**src/rtl/barrel_sched.sv**
```systemverilog
// barrel_sched: barrel-style thread scheduler issuing at most one fetch per cycle.
// Define BARREL_SKIP_EN to skip ineligible threads instead of issuing bubbles.
module barrel_sched #(
    parameter int              NTHREADS = 4,
    parameter int              PC_W     = 32,
    parameter logic [PC_W-1:0] RESET_PC = '0,
    localparam int             TID_W    = (NTHREADS > 1) ? $clog2(NTHREADS) : 1
) (
    input  logic             clk,
    input  logic             resetn,
    output logic             issue_valid,
    output logic [TID_W-1:0] issue_tid,
    output logic [PC_W-1:0]  issue_pc,
    input  logic             wb_valid,
    input  logic [TID_W-1:0] wb_tid,
    input  logic [PC_W-1:0]  wb_next_pc,
    input  logic             wb_halt,
    input  logic             start_valid,
    input  logic [TID_W-1:0] start_tid,
    input  logic [PC_W-1:0]  start_pc,
    output logic             halt
);

    logic [PC_W-1:0]     pc_q [NTHREADS];
    logic [PC_W-1:0]     pc_d [NTHREADS];
    logic [NTHREADS-1:0] running_q, running_d;
    logic [NTHREADS-1:0] inflight_q, inflight_d;
    logic [NTHREADS-1:0] eligible;
    logic [TID_W-1:0]    ptr_q, ptr_d;
    logic [TID_W-1:0]    sel;
    logic                found;
    logic                issue_valid_q, issue_valid_d;
    logic [TID_W-1:0]    issue_tid_q, issue_tid_d;
    logic [PC_W-1:0]     issue_pc_q, issue_pc_d;
    logic                halt_q, halt_d;
`ifdef BARREL_SKIP_EN
    logic [TID_W-1:0]    cand;
`endif

    assign eligible = running_q & ~inflight_q;

    // Thread selection works purely on registered state.
    always_comb begin
        found = 1'b0;
        sel   = ptr_q;
        ptr_d = ptr_q;
`ifdef BARREL_SKIP_EN
        cand = ptr_q;
        for (int k = 0; k < NTHREADS; k++) begin
            cand = ptr_q + TID_W'(k);
            if (!found && eligible[cand]) begin
                found = 1'b1;
                sel   = cand;
            end
        end
        if (found) begin
            ptr_d = sel + TID_W'(1);
        end
`else
        found = eligible[ptr_q];
        ptr_d = ptr_q + TID_W'(1);
`endif
    end

    // Issue only touches threads with inflight=0 and wb only threads with
    // inflight=1, so the three updates never target the same thread.
    always_comb begin
        pc_d          = pc_q;
        running_d     = running_q;
        inflight_d    = inflight_q;
        issue_valid_d = found;
        issue_tid_d   = issue_tid_q;
        issue_pc_d    = issue_pc_q;
        if (found) begin
            inflight_d[sel] = 1'b1;
            issue_tid_d     = sel;
            issue_pc_d      = pc_q[sel];
        end
        if (wb_valid && inflight_q[wb_tid]) begin
            inflight_d[wb_tid] = 1'b0;
            pc_d[wb_tid]       = wb_next_pc;
            if (wb_halt) begin
                running_d[wb_tid] = 1'b0;
            end
        end
        if (start_valid && !running_q[start_tid] && !inflight_q[start_tid]) begin
            running_d[start_tid] = 1'b1;
            pc_d[start_tid]      = start_pc;
        end
        halt_d = ~|running_d && ~|inflight_d;
    end

    always_ff @(posedge clk) begin
        if (!resetn) begin
            for (int i = 0; i < NTHREADS; i++) begin
                pc_q[i] <= RESET_PC;
            end
            running_q     <= NTHREADS'(1);
            inflight_q    <= '0;
            ptr_q         <= '0;
            issue_valid_q <= 1'b0;
            issue_tid_q   <= '0;
            issue_pc_q    <= RESET_PC;
            halt_q        <= 1'b0;
        end else begin
            pc_q          <= pc_d;
            running_q     <= running_d;
            inflight_q    <= inflight_d;
            ptr_q         <= ptr_d;
            issue_valid_q <= issue_valid_d;
            issue_tid_q   <= issue_tid_d;
            issue_pc_q    <= issue_pc_d;
            halt_q        <= halt_d;
        end
    end

    assign issue_valid = issue_valid_q;
    assign issue_tid   = issue_tid_q;
    assign issue_pc    = issue_pc_q;
    assign halt        = halt_q;

endmodule
```
**config.mk**
```make
export PLATFORM = sky130hd
export DESIGN_NAME = barrel_sched
export DESIGN_NICKNAME = d
export VERILOG_FILES = /design/src/rtl/barrel_sched.sv
export SDC_FILE = /design/constraint.sdc
export NUM_CORES = 1
export LEC_CHECK = 0
export ABC_AREA = 1
export BUFFER_PORTS_ARGS = -buffer_cell sky130_fd_sc_hd__buf_2
export CAP_MARGIN = 20
export CORE_ASPECT_RATIO = 1.25
export CORE_UTILIZATION = 58
export CTS_CLUSTER_SIZE = 14
export DETAILED_ROUTE_END_ITERATION = 16
export PLACE_DENSITY = 0.8
export SYNTH_ARGS = -nofsm -noshare
export SYNTH_HDL_FRONTEND = slang
export SYNTH_SLANG_ARGS = --single-unit
export TNS_END_PERCENT = 50
```
**constraint.sdc**
```tcl
create_clock -name clk -period 1.85 [get_ports clk]
set_clock_uncertainty 0.1 [all_clocks]
set_input_delay 0.185 -clock clk [delete_from_list [all_inputs] [get_ports clk]]
set_output_delay 0.185 -clock clk [all_outputs]
set_load 0.05 [all_outputs]
```
* After elaboration in Yosys (flattened, before gate mapping)
Index checks and enable logic that the tools add are counted.
Word-level totals: register bits after elaboration 174, latch bits 0, bits in writable memories 0, ROM bits 0, input bits 73, output and inout port bits 36, word-level logic and storage cells 78, memories 0
Operators by class: $add $sub $neg 1, $mul 0, divide/modulo/power cells 0, order comparisons 11, eq/ne operators 0, shift-type cells 0, mux-type cells 30, bitwise gates (word level) 10, reductions and logical operators 15
Operators with widths (count):
- 128-bit bitwise mux | 2
- 128-bit two-way mux | 2
- 32-bit demux with 2-bit select | 2
- 32-bit two-way mux | 4
- 32-bit binary-select mux with 2-bit select | 1
- 4-bit two-way mux | 5
- 4-bit bitwise AND | 3
- 3-bit >= comparator (second input constant) | 3
- 1-bit logical AND | 9
- 2-bit by 3-bit < comparator with 1-bit output (second input constant) | 3
- 2-bit inverter with 3-bit output | 3
- 1-bit binary-select mux with 2-bit select | 4
- 4-bit inverter | 2
- 4-bit OR | 2
- 4-bit OR reduction | 2
- 1-bit two-way mux | 7
- 1-bit demux with 2-bit select | 3
- 2-bit by 1-bit >= comparator with 1-bit output (second input constant) | 3
- 3-bit by 1-bit < comparator with 1-bit output (second input constant) | 2
- 1-bit logical NOT | 4
- 2-bit by 1-bit adder with 2-bit output (second input constant) | 1

* Logic depth before layout (Yosys ltp)
word-level depth 13, depth in mapped cells 12, gate-level depth less buffers 11

* Least setup slack after synthesis
No wires, ideal clock.
path type register to register, start register ptr_q[1], end register halt_q (netlist: halt), setup time 0.110 ns, arrival time 1.392 ns, setup slack 0.247 ns, cell stages (with the launch flop) 12, path through dfxtp_1 -> buf_2 -> inv_2 -> clkbuf_1 -> ha_1 -> nand3_1 -> nand2_1 -> nand2_1 -> nand2_1 -> inv_1 -> nand2_1 -> nor2_1
On the way: longest elaborated chain between the ends 11
RTL lines:
- start, declared | line 29 | logic [TID_W-1:0] ptr_q, ptr_d;
- start signal, assigned | line 109 | ptr_q <= ptr_d;
- 2-bit by 3-bit < comparator with 1-bit output (not written as such) / 2-bit by 1-bit >= comparator with 1-bit output (equally long branches) | line 75 | inflight_d[sel] = 1'b1;
- 1-bit logical AND (not written as such) | line 75
- 1-bit two-way mux (not written as such) | line 75
- 1-bit demux with 2-bit select | line 75
- 4-bit OR (no line)
- 4-bit two-way mux * | line 74 | if (found) begin
- 4-bit bitwise AND (no line)
- 4-bit two-way mux * | line 79 | if (wb_valid && inflight_q[wb_tid]) begin
- 4-bit OR reduction * | line 90 | halt_d = ~|running_d && ~|inflight_d;
- 1-bit logical NOT * | line 90
- 1-bit logical AND * | line 90
- end signal, assigned | line 113 | halt_q <= halt_d;
- end, declared | line 35 | logic halt_q, halt_d;
Mark *: on every way between the ends. The rest lies on a longest branch, timed or not. The select of a mux whose other input is x is not followed. A chain may end at the register's enable or synchronous reset.

* Final worst setup path
start register inflight_q[1], end register pc_q[101] (netlist name)
On the way: longest elaborated chain between the ends 6
RTL lines:
- start, declared | line 27 | logic [NTHREADS-1:0] inflight_q, inflight_d;
- start signal, assigned | line 108 | inflight_q <= inflight_d;
- 1-bit binary-select mux with 2-bit select | line 79
- 1-bit two-way mux (not written as such) | line 79
- 1-bit logical AND | line 79
- 128-bit two-way mux | line 79
- 128-bit bitwise mux | line 88 | pc_d[start_tid] = start_pc;
- 128-bit two-way mux * | line 86 | if (start_valid && !running_q[start_tid] && !inflight_q[start_tid]) begin
- end signal, assigned | line 106 | pc_q <= pc_d;
- end, declared | line 24 | logic [PC_W-1:0] pc_q [NTHREADS];
Marked as above.

==> reports/metrics.yaml <==
pwr:
  power.density_nw_per_um2: 1000
  p_leak_nw: 3.96
  irDropWorstVdd_mv: 0.753
  total_power_mw: 10.2
critical_path:
  worst-setup-path-type: "flip-flop to flip-flop"
  cp-end-kind: "flip-flop"
  cp_common_cell: "nand2_1"
  reg2reg_from: "inflight_q[1]"
  critical_path.top_delay_family: "simple AND/OR/NAND/NOR gates"
  start_kind: "flip-flop"
  crit_slowest_cell: "dfxtp_1"
  required_ns: 2.08
  crit_path_cell_trace: "inv_1 > nand2_1 > nand2_1 > nand2_1 > nor2_4 > nand3_4 > clkbuf_16 > o21ai_0 > nor2_1"
  slowest_delay_ns: 0.33
  critPathMaxFanout: 32
  cp_num_buf_inv: 2
  cp.arrival_ns: 1.94
  startpoint: "inflight_q[1]"
floorplanning:
  die_h_um: 135
  initial_utilization_pct: 59.4
  row_count: 48
  core_um2: 13900
  dieWidth_um: 109
  pin_count: 109
  die_area_um2: 14700
synthesis:
  synth_top_cell_area_share_pct: 42.2
  syn_inst: 1163
  synth_edf_count: 0
  yosysWarnings: 0
  synth.distinct_cells: 26
  synth.area.top_cells: "dfxtp_1 42%, o21ai_0 14%, nand2_1 11%"
  syn_area_per_cell_um2: 7.09
  synth_most_common_cell: "nand2_1"
  yosysSeqAreaShare_pct: 42.2
  yosys-top-cells-count: "238 x nand2_1, 231 x o21ai_0, 174 x dfxtp_1"
  synth_nets: 1240
  synth-seq-cells: 174
  synth_area_leader_cell: "dfxtp_1"
  async_flop_share_pct: 0
  netlist_area_um2: 8250
  synth_flop_cell: "dfxtp_1"
cts:
  cts_tree: "done"
  clockRootBuffer: "clkbuf_16"
  cts_sinks: 174
  cts_buffer_depth: 2
  cts-buffers-inserted: 17
  cts.clk_slew.worst_paths_ns: 0.06
  clk_latency_ns: 0.44
  htreeDepth: 4
  post-cts-setup-buffers: 0
cells_and_area:
  drive_gt1_share_pct: 15.3
  seq_area_um2: 3480
  nNetsFinal: 1368
  n_antenna_cell: 0
  syn_to_final_growth_pct: 23.7
  fin_util_pct: 73.5
  fin_area_um2: 10200
  multi_input_area_um2: 4030
  fill_cells: 1066
  final_cell_count_no_fill: 1478
drt:
  vias_per_cell: 5.95
  wl_per_cell_um: 16.7
  detail-route-antenna-nets: 0
  first_pass_iters: 6
  totalWireLength_mm: 24.7
  drc_errors: 0
  drtIter0Drc: 771
  vias: 8787
place:
  portBuffers: 108
  place_congestion: 0.896
  dp_hpwl_mm: 14.1
  place_area_um2: 8880
  place_worst_setup_slack_ns: 0.138
  placed_cells: 1383
timing:
  drv_slew: 0
  period_share_pct: 92.7
  tightestPinTransition_ns: 0.481
  hold_viol: 0
  setup_viol: 0
  min_period_ns: 1.72
  grt_setup_unrepaired: "yes"
  fmaxAchievable_mhz: 583
  setup_ws_ns: 0.134
  max-slew-margin-rel_pct: 67.9
grt:
  antenna_found_initial: 0
  overflow: 0
  grt_usage_pct: 33.6
  grt_pass1_vias: 7854
  grt_max_degree: 110
  grt_pass1_wl_mm: 38.6
hold_path:
  hp-start: "start_pc[5]"
  hp-class: "primary input to flip-flop"
outcome:
  outcome: "complete, no violations"
job:
  maxCapViolCount: 0
## layer usage
| layer | share of wire (%) | vias to the layer above | global-route usage [%] | wire [um] |
|---|---|---|---|---|
| met2 | 49 | 457 | 56.9 | 12100 |
| met3 | 8.3 | 48 | 4.71 | 2050 |
| met5 | 0 | - | 0 | 0 |
| li1 | - | 4236 | - | - |
| met4 | 2.6 | 0 | 15.4 | 644 |
| met1 | 40 | 4046 | 42.1 | 9980 |
## worst register-to-register path, stage by stage (launching register included)
cell       delay (ns)
dfxtp_1          0.33
inv_1            0.09
nand2_1          0.07
nand2_1          0.06
nand2_1          0.07
nor2_4           0.19
nand3_4          0.16
clkbuf_16        0.25
o21ai_0          0.22
nor2_1           0.07
## cells in the final DEF, fill, tap and decap left out
master	instances
o21bai_1	1
dlygate4sd3_1	63
nand3_1	13
nand2_4	1
dfxtp_1	173
nand2_2	2
clkbuf_1	1
o21ai_1	28
buf_12	10
clkinv_1	1
nand4_2	2
clkbuf_16	18
o21a_1	1
inv_2	9
inv_1	49
nor2_1	105
clkinv_2	3
nand3_4	4
buf_2	107
clkinvlp_4	2
buf_6	1
a31oi_1	128
nand2_1	238
nor2_4	2
a21oi_1	67
dfxtp_2	1
bufinv_16	5
o21ai_0	230
nand3_2	4
buf_4	26
clkinv_4	1
clkbuf_8	2
ha_1	4
a211oi_1	1
## power by group
part / switching [mW] / internal (mW)
Clock: 1.49 / 2.45
Combinational: 1.43 / 0.668
Sequential: 0.155 / 4.06
Total: 3.07 / 7.18
## metrics by stage
| stage | setup TNS (ns) | hold slack, ns |
|---|---|---|
| after floorplan | 0 | 0.223 |
| after global placement | 0 | 0.363 |
| after detailed placement | 0 | 0.367 |
| after CTS | 0 | 0.00437 |
| after global routing | -0.0607 | 0.00150 |
| final | 0 | 0.00531 |
## cells by family (layout without fill, tap and decap cells)
logic type | Yosys count | after routing | share of synthesized area, %
flip-flops | 174 | 174 | 42.2
buffers and inverters | 158 | 298 | 9.13
AND/OR/NAND/NOR | 371 | 371 | 18.3
adder cells (fa/ha/maj) | 4 | 4 | 0.607
AO/OA/AOI/OAI | 456 | 456 | 29.7
## worst paths after layout
kind / endpoint / slack [ns] / depth (start not counted)
min reg2reg: pc_q[70] / 0.38 / 2
max reg2reg: pc_q[101] / 0.13 / 9
max: pc_q[101] / 0.13 / 9
min: pc_q[101] / 0.005 / 3
## flip-flops by register name (all words and copies together), names as in the netlist
name,count
running_q,4
ptr_q,2
pc_q,128
issue_valid,1
inflight_q,4
issue_pc,32
issue_tid,2
halt,1
## what timing repair did
action	4_1_cts	5_1_grt
resized for setup	0	6
endpoints found under the setup margin	0	37
hold endpoints to repair	131	0
hold buffers	63	0
## area by class of cell
cell class | count | share of cell area [%]
clock buffers | 20 | 4.48
multi-input cells | 831 | 39.5
clock inverters | 11 | 1.85
well taps | 175 | 2.15
flip-flops and latches | 174 | 34.2
inverters | 59 | 2.17
repair buffers | 208 | 15.7
Power figures use the tool's default switching activity.
